[src/rtl/key_conditioner.sv]
// -----------------------------------------------------------------------------
// key_conditioner
//
// Conditions NUM_KEYS raw, active-low, asynchronous push buttons into clean
// pressed-high levels plus single-cycle press/release events and a long-press
// hold flag. Each channel runs independently:
//   keys_ni -> 2-flop synchronizer -> debounce counter -> level/pulse regs
//                                                      -> hold counter
//
// Optional feature macro: KEY_AUTOREPEAT_EN
//   When defined, a held key (key_hold_o high) re-issues key_press_o once on
//   the cycle the hold flag rises and then every RPT_CYC cycles until release.
//   When undefined, no repeat logic exists and REPEAT_MS is not used.
//
// Ports
//   clk_i          sole clock
//   rst_ni         asynchronous active-low reset
//   keys_ni        raw buttons, active-low, asynchronous to clk_i
//   key_level_o    debounced state, 1 = pressed
//   key_press_o    one-cycle pulse per accepted press (and per repeat)
//   key_release_o  one-cycle pulse per accepted release
//   key_hold_o     high while pressed for at least HOLD_MS
// -----------------------------------------------------------------------------
module key_conditioner #(
   parameter int unsigned NUM_KEYS    = 4,
   parameter int unsigned CLK_FREQ    = 100_000,
   parameter int unsigned DEBOUNCE_MS = 10,
   parameter int unsigned HOLD_MS     = 500,
   parameter int unsigned REPEAT_MS   = 100
) (
   input  logic                clk_i,
   input  logic                rst_ni,
   input  logic [NUM_KEYS-1:0] keys_ni,
   output logic [NUM_KEYS-1:0] key_level_o,
   output logic [NUM_KEYS-1:0] key_press_o,
   output logic [NUM_KEYS-1:0] key_release_o,
   output logic [NUM_KEYS-1:0] key_hold_o
);

   // Cycle counts are formed in 64 bits so large clocks times long
   // durations cannot overflow before the divide.
   localparam logic [63:0] DB_CYC_L   = 64'(CLK_FREQ) * 64'(DEBOUNCE_MS) / 64'd1000;
   localparam logic [63:0] HOLD_CYC_L = 64'(CLK_FREQ) * 64'(HOLD_MS) / 64'd1000;
   localparam int unsigned DB_CYC     = 32'(DB_CYC_L);
   localparam int unsigned HOLD_CYC   = 32'(HOLD_CYC_L);
   localparam int unsigned DB_W       = $clog2(DB_CYC + 1);
   localparam int unsigned HOLD_W     = $clog2(HOLD_CYC + 1);

`ifdef KEY_AUTOREPEAT_EN
   localparam logic [63:0] RPT_CYC_L  = 64'(CLK_FREQ) * 64'(REPEAT_MS) / 64'd1000;
   localparam int unsigned RPT_CYC    = 32'(RPT_CYC_L);
   localparam int unsigned RPT_W      = $clog2(RPT_CYC + 1);

   generate
      if (RPT_CYC_L < 64'd1) begin : g_bad_rpt
         $error("key_conditioner: RPT_CYC must be at least 1");
      end
   endgenerate
`endif

   generate
      if (DB_CYC_L < 64'd1) begin : g_bad_db
         $error("key_conditioner: DB_CYC must be at least 1");
      end
      if (HOLD_CYC_L < 64'd1) begin : g_bad_hold
         $error("key_conditioner: HOLD_CYC must be at least 1");
      end
   endgenerate

   // Synchronizer flops hold the raw active-low value; reset parks them at
   // "released" (1) so nothing looks pressed coming out of reset.
   logic [NUM_KEYS-1:0] sync1_q;
   logic [NUM_KEYS-1:0] sync2_q;
   logic [NUM_KEYS-1:0] sync_pressed;

   logic [NUM_KEYS-1:0] level_q,   level_d;
   logic [NUM_KEYS-1:0] press_q,   press_d;
   logic [NUM_KEYS-1:0] release_q, release_d;

   logic [DB_W-1:0]     db_cnt_q   [NUM_KEYS];
   logic [DB_W-1:0]     db_cnt_d   [NUM_KEYS];
   logic [HOLD_W-1:0]   hold_cnt_q [NUM_KEYS];
   logic [HOLD_W-1:0]   hold_cnt_d [NUM_KEYS];
`ifdef KEY_AUTOREPEAT_EN
   logic [RPT_W-1:0]    rpt_cnt_q  [NUM_KEYS];
   logic [RPT_W-1:0]    rpt_cnt_d  [NUM_KEYS];
`endif

   assign sync_pressed = ~sync2_q;

   always_comb begin
      level_d    = level_q;
      press_d    = '0;
      release_d  = '0;
      key_hold_o = '0;
      for (int k = 0; k < NUM_KEYS; k++) begin
         db_cnt_d[k]   = '0;
         hold_cnt_d[k] = '0;
`ifdef KEY_AUTOREPEAT_EN
         rpt_cnt_d[k]  = '0;
`endif
         // Debounce: the counter only runs while the synchronized input
         // disagrees with the accepted level; the sample that would reach
         // DB_CYC flips the level instead of being stored.
         if (sync_pressed[k] != level_q[k]) begin
            if (db_cnt_q[k] == DB_W'(DB_CYC - 1)) begin
               level_d[k]   = ~level_q[k];
               press_d[k]   = ~level_q[k];
               release_d[k] = level_q[k];
            end else begin
               db_cnt_d[k] = db_cnt_q[k] + DB_W'(1);
            end
         end

         // Hold counter runs only while the key stays pressed this cycle and
         // the next; a release edge clears it together with the level.
         if (level_q[k] && level_d[k]) begin
            if (hold_cnt_q[k] == HOLD_W'(HOLD_CYC)) begin
               hold_cnt_d[k] = hold_cnt_q[k];
            end else begin
               hold_cnt_d[k] = hold_cnt_q[k] + HOLD_W'(1);
            end
`ifdef KEY_AUTOREPEAT_EN
            // First repeat lands on the cycle the hold flag rises; later
            // repeats are spaced RPT_CYC apart. Repeats are only issued while
            // no release edge is being taken, so press and release never
            // coincide.
            if (hold_cnt_q[k] == HOLD_W'(HOLD_CYC - 1)) begin
               press_d[k] = 1'b1;
            end else if (hold_cnt_q[k] == HOLD_W'(HOLD_CYC)) begin
               if (rpt_cnt_q[k] == RPT_W'(RPT_CYC - 1)) begin
                  press_d[k] = 1'b1;
               end else begin
                  rpt_cnt_d[k] = rpt_cnt_q[k] + RPT_W'(1);
               end
            end
`endif
         end

         key_hold_o[k] = level_q[k] && (hold_cnt_q[k] == HOLD_W'(HOLD_CYC));
      end
   end

   always_ff @(posedge clk_i or negedge rst_ni) begin
      if (!rst_ni) begin
         sync1_q   <= '1;
         sync2_q   <= '1;
         level_q   <= '0;
         press_q   <= '0;
         release_q <= '0;
         for (int k = 0; k < NUM_KEYS; k++) begin
            db_cnt_q[k]   <= '0;
            hold_cnt_q[k] <= '0;
`ifdef KEY_AUTOREPEAT_EN
            rpt_cnt_q[k]  <= '0;
`endif
         end
      end else begin
         sync1_q   <= keys_ni;
         sync2_q   <= sync1_q;
         level_q   <= level_d;
         press_q   <= press_d;
         release_q <= release_d;
         for (int k = 0; k < NUM_KEYS; k++) begin
            db_cnt_q[k]   <= db_cnt_d[k];
            hold_cnt_q[k] <= hold_cnt_d[k];
`ifdef KEY_AUTOREPEAT_EN
            rpt_cnt_q[k]  <= rpt_cnt_d[k];
`endif
         end
      end
   end

   assign key_level_o   = level_q;
   assign key_press_o   = press_q;
   assign key_release_o = release_q;

endmodule

[config.mk]
export PLATFORM = sky130hd
export DESIGN_NAME = key_conditioner
export DESIGN_NICKNAME = d
export VERILOG_FILES = /design/src/rtl/key_conditioner.sv
export SDC_FILE = /design/constraint.sdc
export NUM_CORES = 1
export LEC_CHECK = 0
export ABC_AREA = 1
export CORE_MARGIN = 2
export CORE_UTILIZATION = 60
export CTS_CLUSTER_SIZE = 12
export DETAILED_ROUTE_END_ITERATION = 6
export PLACE_DENSITY = 0.83
export SLEW_MARGIN = 20
export SYNTH_ARGS = -nofsm -noshare
export SYNTH_HDL_FRONTEND = slang
export SYNTH_SLANG_ARGS = --single-unit
[constraint.sdc]
create_clock -name clk_i -period 1.9 [get_ports clk_i]
set_input_delay 0.19 -clock clk_i [delete_from_list [all_inputs] [get_ports clk_i]]
set_output_delay 0.19 -clock clk_i [all_outputs]
set_load 0.1 [all_outputs]
Word-level counts from Yosys, hierarchy flattened
Index checks and enable logic that the tools add are counted.
- register bits: 124
- bits of input ports: 6
- output and inout port bits: 16
- word-level logic and storage cells: 90
- $add $sub $neg: 8
- eq/ne operators: 16
- multiplexer cells: 40
- bitwise gates (word level): 5
- reductions and logical operators: 8
- operators with widths (operator ; number):
    $mux W16 ; 8
    $mux W10 ; 8
    $add A16 B1 Y16 const B ; 4
    $eq A16 B16 Y1 const B ; 4
    $add A10 B1 Y10 const B ; 4
    $eq A10 B10 Y1 const B ; 4
    $mux W1 ; 24
    $logic_and A1 B1 Y1 ; 8
    $ne A2 B2 Y1 const B ; 4
    $ne A1 B1 Y1 ; 4
    $not A1 Y1 ; 4
    $not A4 Y4 ; 1

Depth between registers and ports, before layout
Gate-level depths: netlist (run 1).
- depth in word-level cells: 5
- mapped depth: 10

Worst setup path before layout (run 1)
Ideal clock, no wire load.
- path kind: reg-to-output
- start: reg level_q[3] (netlist: key_level_o[3])
- end: out key_hold_o[3]
- arrival: 3.292 ns
- required time: 1.710 ns
- path slack: -1.582 ns
- stages on the path, launching flop included: 3
- path through: dfrtp_1 inv_1 nor3_1
- word-level cells in the longest chain between the ends: 1
- RTL lines (what ; line ; source):
    from (decl) ; 76 ; logic [NUM_KEYS-1:0] level_q, level_d;
    from (signal assigned) ; 161 ; level_q <= level_d;
    $logic_and A1 B1 Y1 ; 140 ; key_hold_o[k] = level_q[k] && (hold_cnt_q[k] == HOLD_W'(HOLD_CYC));
    to (decl) ; 37 ; output logic [NUM_KEYS-1:0] key_hold_o
Every way passes these cells.

Worst setup path after layout (run 1)
- start: reg hold_cnt_q[17] (netlist name)
- end: out key_hold_o[2]
- word-level cells in the longest chain between the ends: 2
- RTL lines (what ; line ; source):
    from (decl) ; 82 ; logic [HOLD_W-1:0] hold_cnt_q [NUM_KEYS];
    from (signal, indexed assignment) ; 166 ; hold_cnt_q[k] <= hold_cnt_d[k];
    $eq A16 B16 Y1 ; 140 ;
    $logic_and A1 B1 Y1 ; 140 ;
Every way passes these cells.

==> results_dict.tcl, run 1 <==
set metrics [dict create \
    cpPeakStageDelay_ps 420 \
    drv_cap 0 \
    synth_compound_area_share_pct 3.45 \
    yosys.area_share.simple_pct 36.8 \
    p_seq_share_pct 42.1 \
    yosysUniqueCellTypes 29 \
    cts_tree "yes" \
    utilization_pct 76.1 \
    die_w_um 111 \
    clk_pin_slew_worst_paths_ps 50 \
    vias 6103 \
    p_per_area_nw_per_um2 770 \
    rsz0062_at_grt "yes" \
    reg2regPathDepth 12 \
    cp_num_buf_inv 3 \
    final_nets 1025 \
    p_sw_share_pct 20.1 \
    critPathTopFamily "flip-flops" \
    synth_top_family_by_area "simple AND/OR/NAND/NOR gates" \
    clock_latency_ps 430 \
    outcome "finished with violations" \
    combPwrFrac_pct 2.1 \
    grt_pass1_wl_um 25700 \
    synthesis.nets 950 \
    io_pins 22 \
    fin_crit_ps 1900 \
    start_util_pct 62.1 \
    fmax_mhz 526 \
    die_area_um2 12200 \
    cts_buffers 17 \
    synthesis.area_um2 6820 \
    crit_required_ps 1710 \
    worst_setup_path_start_kind "register" \
    path_cells "inv_2 -> ha_4 -> nand2_4 -> nor2_4 -> nand2_2 -> inv_2 -> nand2_4 -> nor2_4 -> buf_12" \
    dr.pass1.iters 7 \
    slew_viol_final 0 \
    fin_crit_sh_pct 100 \
    worst_slew_pin_slew_ps 466 \
    max-clock-path-buffers 2 \
    antenna_cells 0 \
    drc_errors 0 \
    coreArea_um2 11000 \
    wl_um 15400 \
    h-tree-depth 4 \
    synth_mux_area_share_pct 0 \
    grt_max_degree 52 \
    relSlewSlack_pct 68.9 \
    cellLeakagePower_nw 3.74 \
    finalSetupViolations 1 \
    grt_antenna_before_repair 0 \
    ys_warn_count 0 \
    clock-sinks 124 \
    timing.final.ws_setup_ps -0.959 \
    path_depth 9 \
    wire_per_inst_um 13.3 \
    first_iter_violations 510 \
    synth_seq_area_share_pct 45.6 \
    report.power.total_mw 6.43 \
    skew_ps 10.2 \
    clkPwrFrac_pct 55.9 \
    synth_xor_area_share_pct 3.72 \
    crit_arrival_ps 1710 \
    dp_hpwl_um 9980 \
    vias_per_cell 5.26 \
    dpl_worst_slack_ps 298 \
    synth-seq-cells 124 \
    groute.usage.overall_pct 25.4 \
    switching_power_mw 1.29 \
    synth-adder-area-share_pct 2.20 \
    syn_inst 932 \
    place.gp.congestion 0.901 \
    hp-class "in -> async" \
    ir_worst_vdd_mv 0.732 \
    clk_root_buffer_cell "clkbuf_16" \
    violations "setup timing" \
    drive_above_1_share_pct 17.7 \
    grt_pass1_vias 5784 \
    critPathCaptureType "output port" \
    syn2layout_area_growth_pct 22.5 \
    path_max_fanout 2 \
    ant_nets 0 \
    intPower_mw 5.14 \
    grt_overflow_total 0 \
    crit_slowest_cell "dfrtp_2" \
    row_count 38 \
    port_buffers 21 \
    fillers 738 \
    die_y_um 111 \
    criticalPathCategory "reg -> out" \
    hold_viol_final 0 \
    avgSynthCellArea_um2 7.32 \
]
-- worst reg2reg max path, delay by kind of cell (launching register included) --
family	cells	cell delay [ps]
flip-flops	1	400
AND/OR/NAND/NOR	7	710
adder cells (fa/ha/maj)	1	130
buffers and inverters	4	340
-- power by group through the flow --
stage	registers [mW]	logic (mW)	clock network, mW
floorplan	2.75	0.0478	0
global placement	2.75	0.128	0
detailed placement	2.75	0.132	0
CTS	2.71	0.136	3.63
global route	2.71	0.155	3.75
finish	2.71	0.132	3.59
-- area by class of cell --
| type | instances | area (um^2) | area share, % |
|---|---|---|---|
| multi-input cells | 664 | 3350 | 40.0 |
| flip-flops and latches | 124 | 3130 | 37.4 |
| repair buffers | 60 | 526 | 6.29 |
| inverters | 140 | 526 | 6.29 |
| clock buffers | 21 | 470 | 5.63 |
| clock inverters | 11 | 189 | 2.26 |
| well taps | 140 | 175 | 2.10 |
-- sequential cells by signal (all words and copies together) (netlist names) --
signal	flops
key_press_o	4
sync2_q	4
key_release_o	4
key_level_o	4
sync1_q	4
hold_cnt_q	64
db_cnt_q	40
-- cell usage in the layout (no fill, tap or decap), types with 2 or more instances in the layout --
cell / count
ha_1: 8
nor2_4: 8
clkbuf_8: 3
clkinvlp_4: 2
nor2_1: 200
o21ai_1: 2
dfrtp_2: 12
xnor2_1: 7
nor3_1: 52
nand3_1: 44
buf_4: 50
inv_2: 22
a21oi_1: 18
inv_1: 118
o21ai_2: 2
nand3_2: 5
nor3_4: 2
nor3_2: 5
clkbuf_16: 17
dfstp_2: 8
clkinv_2: 3
nand4_1: 21
clkdlybuf4s50_1: 4
nor3b_1: 7
nand2_4: 3
nand2_2: 8
xor2_1: 22
nand3_4: 4
dfrtp_1: 104
nor2_2: 11
nand2_1: 207
buf_12: 5
bufinv_16: 5
a21boi_0: 4
o21ai_0: 16
ha_4: 4
-- metal layers --
metal | global-route usage (%) | wire (um)
met1 | 32.9 | 6780
met2 | 41.8 | 7810
met3 | 5.54 | 579
met4 | 10.3 | 274
met5 | 0 | 0
-- cells by family (layout without fill, tap and decap cells) --
kind of cell,after synthesis,count (layout)
AOI/OAI and AO/OA,43,43
xor gates and xnor gates,29,29
adders and majority gates,12,12
buffers and inverters,144,232
DFF,124,124
and+or+nand+nor,580,580
-- per-stage QoR --
stage                     TNS, ps  cells  area, um^2  hold slack, ps
final                      -0.959   1160        8360             120
after global routing         -161   1160        8360             123
after CTS                   -24.1   1142        8090             109
after detailed placement        0   1099        7310            11.5
after global placement          0   1099        7310            11.6
after floorplan                 0    932        6860            -106
-- worst paths after layout --
check | start | endpoint | slack, ps
max | hold_cnt_q[17]$_DFFE_PN0P_ | key_hold_o[2] | -1
min | rst_ni | hold_cnt_q[32]$_DFFE_PN0P_ | 120
max reg2reg | hold_cnt_q[33]$_DFFE_PN0P_ | hold_cnt_q[33]$_DFFE_PN0P_ | 260
min reg2reg | sync1_q[1]$_DFF_PN1_ | sync2_q[1]$_DFF_PN1_ | 350
max in group asynchronous | rst_ni | hold_cnt_q[17]$_DFFE_PN0P_ | 1100
min in group clk_i | keys_ni[3] | sync1_q[3]$_DFF_PN1_ | 170
-- cells in the mapped netlist --
cell	number	area, um^2
a21boi_0	4	30.0
a21oi_1	18	90.1
and2_1	1	6.26
buf_4	4	30.0
dfrtp_1	116	2900
dfstp_2	8	210
ha_1	12	150
inv_1	137	514
inv_2	3	11.3
nand2_1	214	803
nand2_2	4	25.0
nand3_1	48	240
nand3_2	3	30.0
nand3_4	2	35.0
nand4_1	21	131
nor2_1	211	792
nor2_2	5	31.3
nor2_4	3	33.8
nor3_1	54	270
nor3_2	5	50.1
nor3b_1	7	52.6
nor4_1	1	6.26
o21ai_0	16	80.1
o21ai_1	2	10.0
o21ai_2	2	17.5
o21bai_1	1	7.51
or2_2	1	6.26
xnor2_1	7	61.3
xor2_1	22	193
-- repair_timing --
action                                 in CTS  in global routing
gates resized for setup                    14                 49
hold buffers                                1                  0
endpoints found under the hold margin     116                  0
setup endpoints to repair                   4                  4
pin swaps                                   5                 17
buffers inserted                           10                 18
(Power assumes the default switching activity.)
==> inputs of run 2 (changes only) <==
--- a/config.mk
+++ b/config.mk
@@ -5,12 +5,11 @@
 export SDC_FILE = /design/constraint.sdc
 export NUM_CORES = 1
 export LEC_CHECK = 0
-export ABC_AREA = 1
 export CORE_MARGIN = 2
 export CORE_UTILIZATION = 60
 export CTS_CLUSTER_SIZE = 12
 export DETAILED_ROUTE_END_ITERATION = 6
-export PLACE_DENSITY = 0.83
+export PLACE_DENSITY = 0.84
 export SLEW_MARGIN = 20
 export SYNTH_ARGS = -nofsm -noshare
 export SYNTH_HDL_FRONTEND = slang
==> results_dict.tcl, run 2 <==
set metrics [dict create \
    outcome "finished with violations" \
    violations "setup timing" \
    fin_crit_sh_pct 118 \
    cts_tree "yes" \
    synthesis.nets 597 \
    top_regs "hold_cnt_q x64, db_cnt_q x40" \
    dp_hpwl_um 7090 \
    holdPathStages 1 \
    combPwrFrac_pct 2.3 \
    ys.flop_type "dfrtp_1" \
    worstHoldStart "keys_ni[3]" \
    dr.pass1.iters 6 \
    cpPeakStageDelay_ps 550 \
    syn_inst 579 \
    slew_viol_final 0 \
    synth_edf_count 0 \
    switching_power_mw 1.17 \
    port_buffers 21 \
    crit_required_ps 1710 \
    p_sw_share_pct 20.9 \
    fmax_mhz 445 \
    grt_overflow_total 0 \
    criticalPathCategory "reg -> out" \
    utilization_pct 74.2 \
    reg2reg_slack_ps 80 \
    first_iter_violations 349 \
    top_register "hold_cnt_q" \
    die_area_um2 10600 \
    synthTopCellsByArea "dfrtp_1, xnor2_1, nor2_1" \
    critPathTopFamily "simple AND/OR/NAND/NOR gates" \
    syn2layout_area_growth_pct 21.8 \
    ys_async_sr_fraction_pct 100 \
    antenna_cells 0 \
    skew_ps 9.63 \
    crit_slowest_cell "or4_4" \
    cp_num_buf_inv 1 \
    worst_slew_pin_slew_ps 402 \
    drv_cap 0 \
    avgSynthCellArea_um2 10.1 \
    final.setup.tns_ps -832 \
    path_max_fanout 2 \
    clk_root_buffer_cell "clkbuf_8" \
    row_count 36 \
    synth_seq_area_share_pct 53.0 \
    groute.usage.overall_pct 24.4 \
    synth-seq-cells 124 \
    hold_end "sync1_q[3]$_DFF_PN1_" \
    ir_worst_vdd_mv 0.571 \
    intPower_mw 4.42 \
    place.gp.congestion 0.896 \
    final_cell_mix "nor2_1, dfrtp_1, xnor2_1" \
    wire_per_inst_um 15.5 \
    hp-class "in -> reg" \
    grt_max_degree 56 \
    io_pins 22 \
    place_inst 746 \
    h-tree-depth 4 \
    yosysUniqueCellTypes 36 \
    relSlewSlack_pct 73.0 \
    crit_arrival_ps 2060 \
    yosysMostFrequentCell "dfrtp_1" \
    final_nets 661 \
    path_cells "or4_4 -> nor4_4 -> and2_4 -> buf_12" \
    synthTopCellsByCount "dfrtp_1, nor2_1, xnor2_1" \
    finalSetupViolations 4 \
    cts_buffers 17 \
    clock-sinks 124 \
    ant_nets 0 \
    rsz0062_at_grt "yes" \
    synthesis.area_um2 5870 \
    clock_latency_ps 520 \
    synth_top_area_share_pct 49.4 \
    cellLeakagePower_nw 2.84 \
    yosysTopAreaCell "dfrtp_1" \
    stdcell_count 789 \
    fillers 588 \
    vias 4432 \
    largest_register_ffs 64 \
    grt_antenna_before_repair 0 \
    ys_warn_count 0 \
    wl_um 12200 \
    hold_viol_final 0 \
    max-clock-path-buffers 2 \
    seq_area_um2 3120 \
    die_w_um 103 \
    p_per_area_nw_per_um2 782 \
    drc_errors 0 \
    timing.rr.end "db_cnt_q[12]$_DFF_PN0_" \
    coreArea_um2 9640 \
    reg2reg_from "db_cnt_q[10]$_DFF_PN0_" \
    clkPwrFrac_pct 49.3 \
    die_y_um 103 \
    p_seq_share_pct 48.4 \
    drive_above_1_share_pct 16.6 \
    worst_setup_path_start_kind "register" \
    multi_input_area_um2 2740 \
    critPathCaptureType "output port" \
    grt_pass1_wl_um 20100 \
    reg2regPathDepth 5 \
    vias_per_cell 5.62 \
    fin_crit_ps 2250 \
    clk_pin_slew_worst_paths_ps 60 \
    start_util_pct 60.9 \
    grt_pass1_vias 4436 \
    timing.final.ws_setup_ps -347 \
]
[run 2: metal layers]
metal / vias up / routed length (um) / global-route usage, % / part of all wire [%]
met5: - / 0 / 0 / 0
met4: 0 / 347 / 11.3 / 2.8
met3: 42 / 459 / 5.97 / 3.8
met2: 137 / 6430 / 41.4 / 53
met1: 2160 / 5000 / 29.5 / 41
li1: 2093 / - / - / -
[run 2: worst max path at each step]
stage,from,end,depth (start not counted)
after floorplan,key_level_o[2]$_DFF_PN0_,key_hold_o[2],2
after global placement,hold_cnt_q[44]$_DFFE_PN0P_,key_hold_o[1],4
after detailed placement,hold_cnt_q[48]$_DFFE_PN0P_,hold_cnt_q[62]$_DFFE_PN0P_,6
after CTS,hold_cnt_q[43]$_DFFE_PN0P_,key_hold_o[1],4
after global routing,hold_cnt_q[35]$_DFFE_PN0P_,key_hold_o[1],4
final,hold_cnt_q[35]$_DFFE_PN0P_,key_hold_o[1],4
[run 2: kinds of logic after synthesis]
kind of cell | Yosys count | share of synthesized area (%)
AND/OR/NAND/NOR | 301 | 25.7
flip-flops | 124 | 53.0
XOR/XNOR | 92 | 13.7
buffers and inverters | 34 | 2.66
AO/OA/AOI/OAI | 12 | 1.64
adder cells (fa/ha/maj) | 12 | 2.56
multiplexers | 4 | 0.682
[run 2: power by group through the flow]
stage	Combinational, mW	Sequential [mW]	Clock [mW]
5_1_grt	0.152	2.71	2.90
6_report	0.130	2.71	2.76
2_1_floorplan	0.0492	2.74	0
3_3_place_gp	0.125	2.75	0
4_1_cts	0.133	2.71	2.78
3_5_place_dp	0.129	2.75	0
[run 2: layout make-up]
| cell class | count | share of cell area (%) |
|---|---|---|
| clock inverters | 3 | 0.210 |
| repair buffers | 54 | 7.42 |
| well taps | 133 | 2.33 |
| flip-flops and latches | 124 | 43.6 |
| multi-input cells | 421 | 38.3 |
| inverters | 25 | 1.31 |
| clock buffers | 29 | 6.84 |
[run 2: repair_timing]
item | CTS | global route
hold endpoints to repair | 75 | 0
hold buffers | 1 | 0
setup buffers | 8 | 2
resized for setup | 6 | 17
pin swaps | 9 | 10
setup endpoints to repair | 4 | 5
[run 2: per-stage QoR]
| step | power [mW] | instance area, um^2 | hold slack [ps] | setup slack (ps) |
|---|---|---|---|---|
| 3_5_place_dp | 2.88 | 6450 | 142 | 108 |
| 3_3_place_gp | 2.87 | 6450 | 135 | 145 |
| 5_1_grt | 5.76 | 7150 | 72.8 | -421 |
| 6_report | 5.59 | 7150 | 71.9 | -347 |
| 4_1_cts | 5.62 | 7050 | 63.7 | -370 |
| 2_1_floorplan | 2.79 | 5900 | -106 | -74.4 |
[run 2: worst reg2reg max path, cell delays in order (launching register included)]
cell and delay [ps]:
dfrtp_1 370, ha_1 210, nand2_1 80, or4_1 600, nand2_1 310, nor2_1 110
==> inputs of run 3 (changes only) <==
--- a/config.mk
+++ b/config.mk
@@ -5,7 +5,6 @@
 export SDC_FILE = /design/constraint.sdc
 export NUM_CORES = 1
 export LEC_CHECK = 0
-export CORE_MARGIN = 2
 export CORE_UTILIZATION = 60
 export CTS_CLUSTER_SIZE = 12
 export DETAILED_ROUTE_END_ITERATION = 6
==> results_dict.tcl, run 3 (synthesis gave the netlist of run 2 again) <==
set metrics [dict create \
    outcome "finished with violations" \
    violations "setup timing" \
    drv_cap 0 \
    groute.usage.overall_pct 26.2 \
    ant_nets 0 \
    utilization_pct 77.8 \
    clock-sinks 124 \
    fmax_mhz 446 \
    skew_ps 14.7 \
    port_buffers 21 \
    top_register "hold_cnt_q" \
    grt_pass1_wl_um 20500 \
    cpPeakStageDelay_ps 540 \
    largest_register_ffs 64 \
    io_pins 22 \
    grt_pass1_vias 4501 \
    dp_hpwl_um 7090 \
    vias_per_cell 5.76 \
    crit_required_ps 1710 \
    crit_end "key_hold_o[1]" \
    final_cell_mix "nor2_1, dfrtp_1, xnor2_1" \
    reg2reg_from "hold_cnt_q[2]$_DFFE_PN0P_" \
    coreArea_um2 9370 \
    top_regs "hold_cnt_q x64, db_cnt_q x40" \
    drc_errors 0 \
    rsz0062_at_grt "yes" \
    hold_ws_ps 79.0 \
    clk_root_buffer_cell "clkbuf_8" \
    wl_um 12300 \
    slew_viol_final 0 \
    h-tree-depth 4 \
    cts_buffers 17 \
    worst_slew_pin_slew_ps 480 \
    crit_slowest_cell "or4_4" \
    first_iter_violations 320 \
    fillers 568 \
    critPathCaptureType "output port" \
    wire_per_inst_um 15.6 \
    grt_max_degree 72 \
    reg2regPathDepth 5 \
    fin_crit_sh_pct 118 \
    multi_input_area_um2 2730 \
    reg2reg_slack_ps 70 \
    postLayoutCellArea_um2 7290 \
    path_max_fanout 2 \
    final.setup.tns_ps -758 \
    dr.pass1.iters 6 \
    p_per_area_nw_per_um2 842 \
    grt_antenna_before_repair 0 \
    die_y_um 101 \
    clk_pin_slew_worst_paths_ps 60 \
    place.gp.congestion 0.851 \
    cts_tree "yes" \
    path_cells "or4_4 -> nor4_4 -> and2_4 -> buf_12" \
    timing.rr.end "hold_cnt_q[15]$_DFFE_PN0P_" \
    startpoint "hold_cnt_q[34]$_DFFE_PN0P_" \
    ir_worst_vdd_mv 0.538 \
    relSlewSlack_pct 67.7 \
    row_count 35 \
    cellLeakagePower_nw 2.91 \
    worst_setup_path_start_kind "register" \
    syn2layout_area_growth_pct 24.1 \
    final_nets 665 \
    finalSetupViolations 4 \
    hp-class "in -> reg" \
    seq_area_um2 3120 \
    hold_viol_final 0 \
    criticalPathCategory "reg -> out" \
    grt_overflow_total 0 \
    drive_above_1_share_pct 18.5 \
    clock_latency_ps 520 \
    max-clock-path-buffers 2 \
    crit_arrival_ps 2050 \
    vias 4546 \
    fin_crit_ps 2240 \
    placed_cell_area_um2 6460 \
    die_w_um 101 \
    die_area_um2 10200 \
    start_util_pct 62.7 \
    final_common_cell "nor2_1" \
    antenna_cells 0 \
    timing.final.ws_setup_ps -345 \
]
[run 3: cell types whose count changed in the layout (fill, tap and decap cells not counted), moves of 2 or more]
cell | before | now
clkbuf_1 | 9 | 3
buf_4 | 40 | 43
bufinv_16 | 0 | 3
nor4bb_2 | 0 | 3
clkbuf_8 | 4 | 6
nor4bb_4 | 4 | 2
[run 3: power by group]
group	internal (mW)	leakage [nW]	switching, mW
clock	2.17	0.298	1.13
combinational	0.0427	0.929	0.0861
sequential	2.68	1.69	0.0261
total	4.89	2.91	1.24
[run 3: what timing repair did]
item                                    in CTS  in global routing
gates resized for setup                     19                  5
hold buffers                                 1                  0
buffers inserted                             9                  5
pin swaps                                   12                 10
hold endpoints to repair                   118                  0
endpoints found under the setup margin       4                  5
[run 3: layout make-up]
type / count / share of cell area, %
multi-input cells: 421 / 37.5
inverters: 25 / 1.29
repair buffers: 58 / 7.86
clock inverters: 7 / 1.55
flip-flops and latches: 124 / 42.8
well taps: 129 / 2.21
clock buffers: 25 / 6.78
[run 3: layer usage]
layer,global-route usage [%],wire (um)
met5,0,0
met4,11.6,312
met3,7.70,554
met2,43.5,6330
met1,31.9,5140
[run 3: how the worst min path moves through the flow]
stage | start | to | slack [ps] | cells after the start
after floorplan | rst_ni | db_cnt_q[0]$_DFF_PN0_ | -110 | 0
after global placement | rst_ni | key_press_o[2]$_DFF_PN0_ | 90 | 1
after detailed placement | rst_ni | key_release_o[2]$_DFF_PN0_ | 90 | 1
after CTS | keys_ni[2] | sync1_q[2]$_DFF_PN1_ | 60 | 1
after global routing | keys_ni[2] | sync1_q[2]$_DFF_PN1_ | 70 | 1
final | keys_ni[2] | sync1_q[2]$_DFF_PN1_ | 80 | 1
[run 3: per-stage QoR]
step           std cells  setup slack, ps  power (mW)
6_report             789             -345        6.13
5_1_grt              789             -408        6.31
4_1_cts              784             -392        6.17
3_5_place_dp         742              111        2.88
2_1_floorplan        579            -74.4        2.79
3_3_place_gp         742              158        2.87
[run 3: worst max-delay path: cells and delay by family (launching register included)]
family | cells | cell delay [ps]
buffers and inverters | 1 | 170
DFF | 1 | 370
and+or+nand+nor | 3 | 990
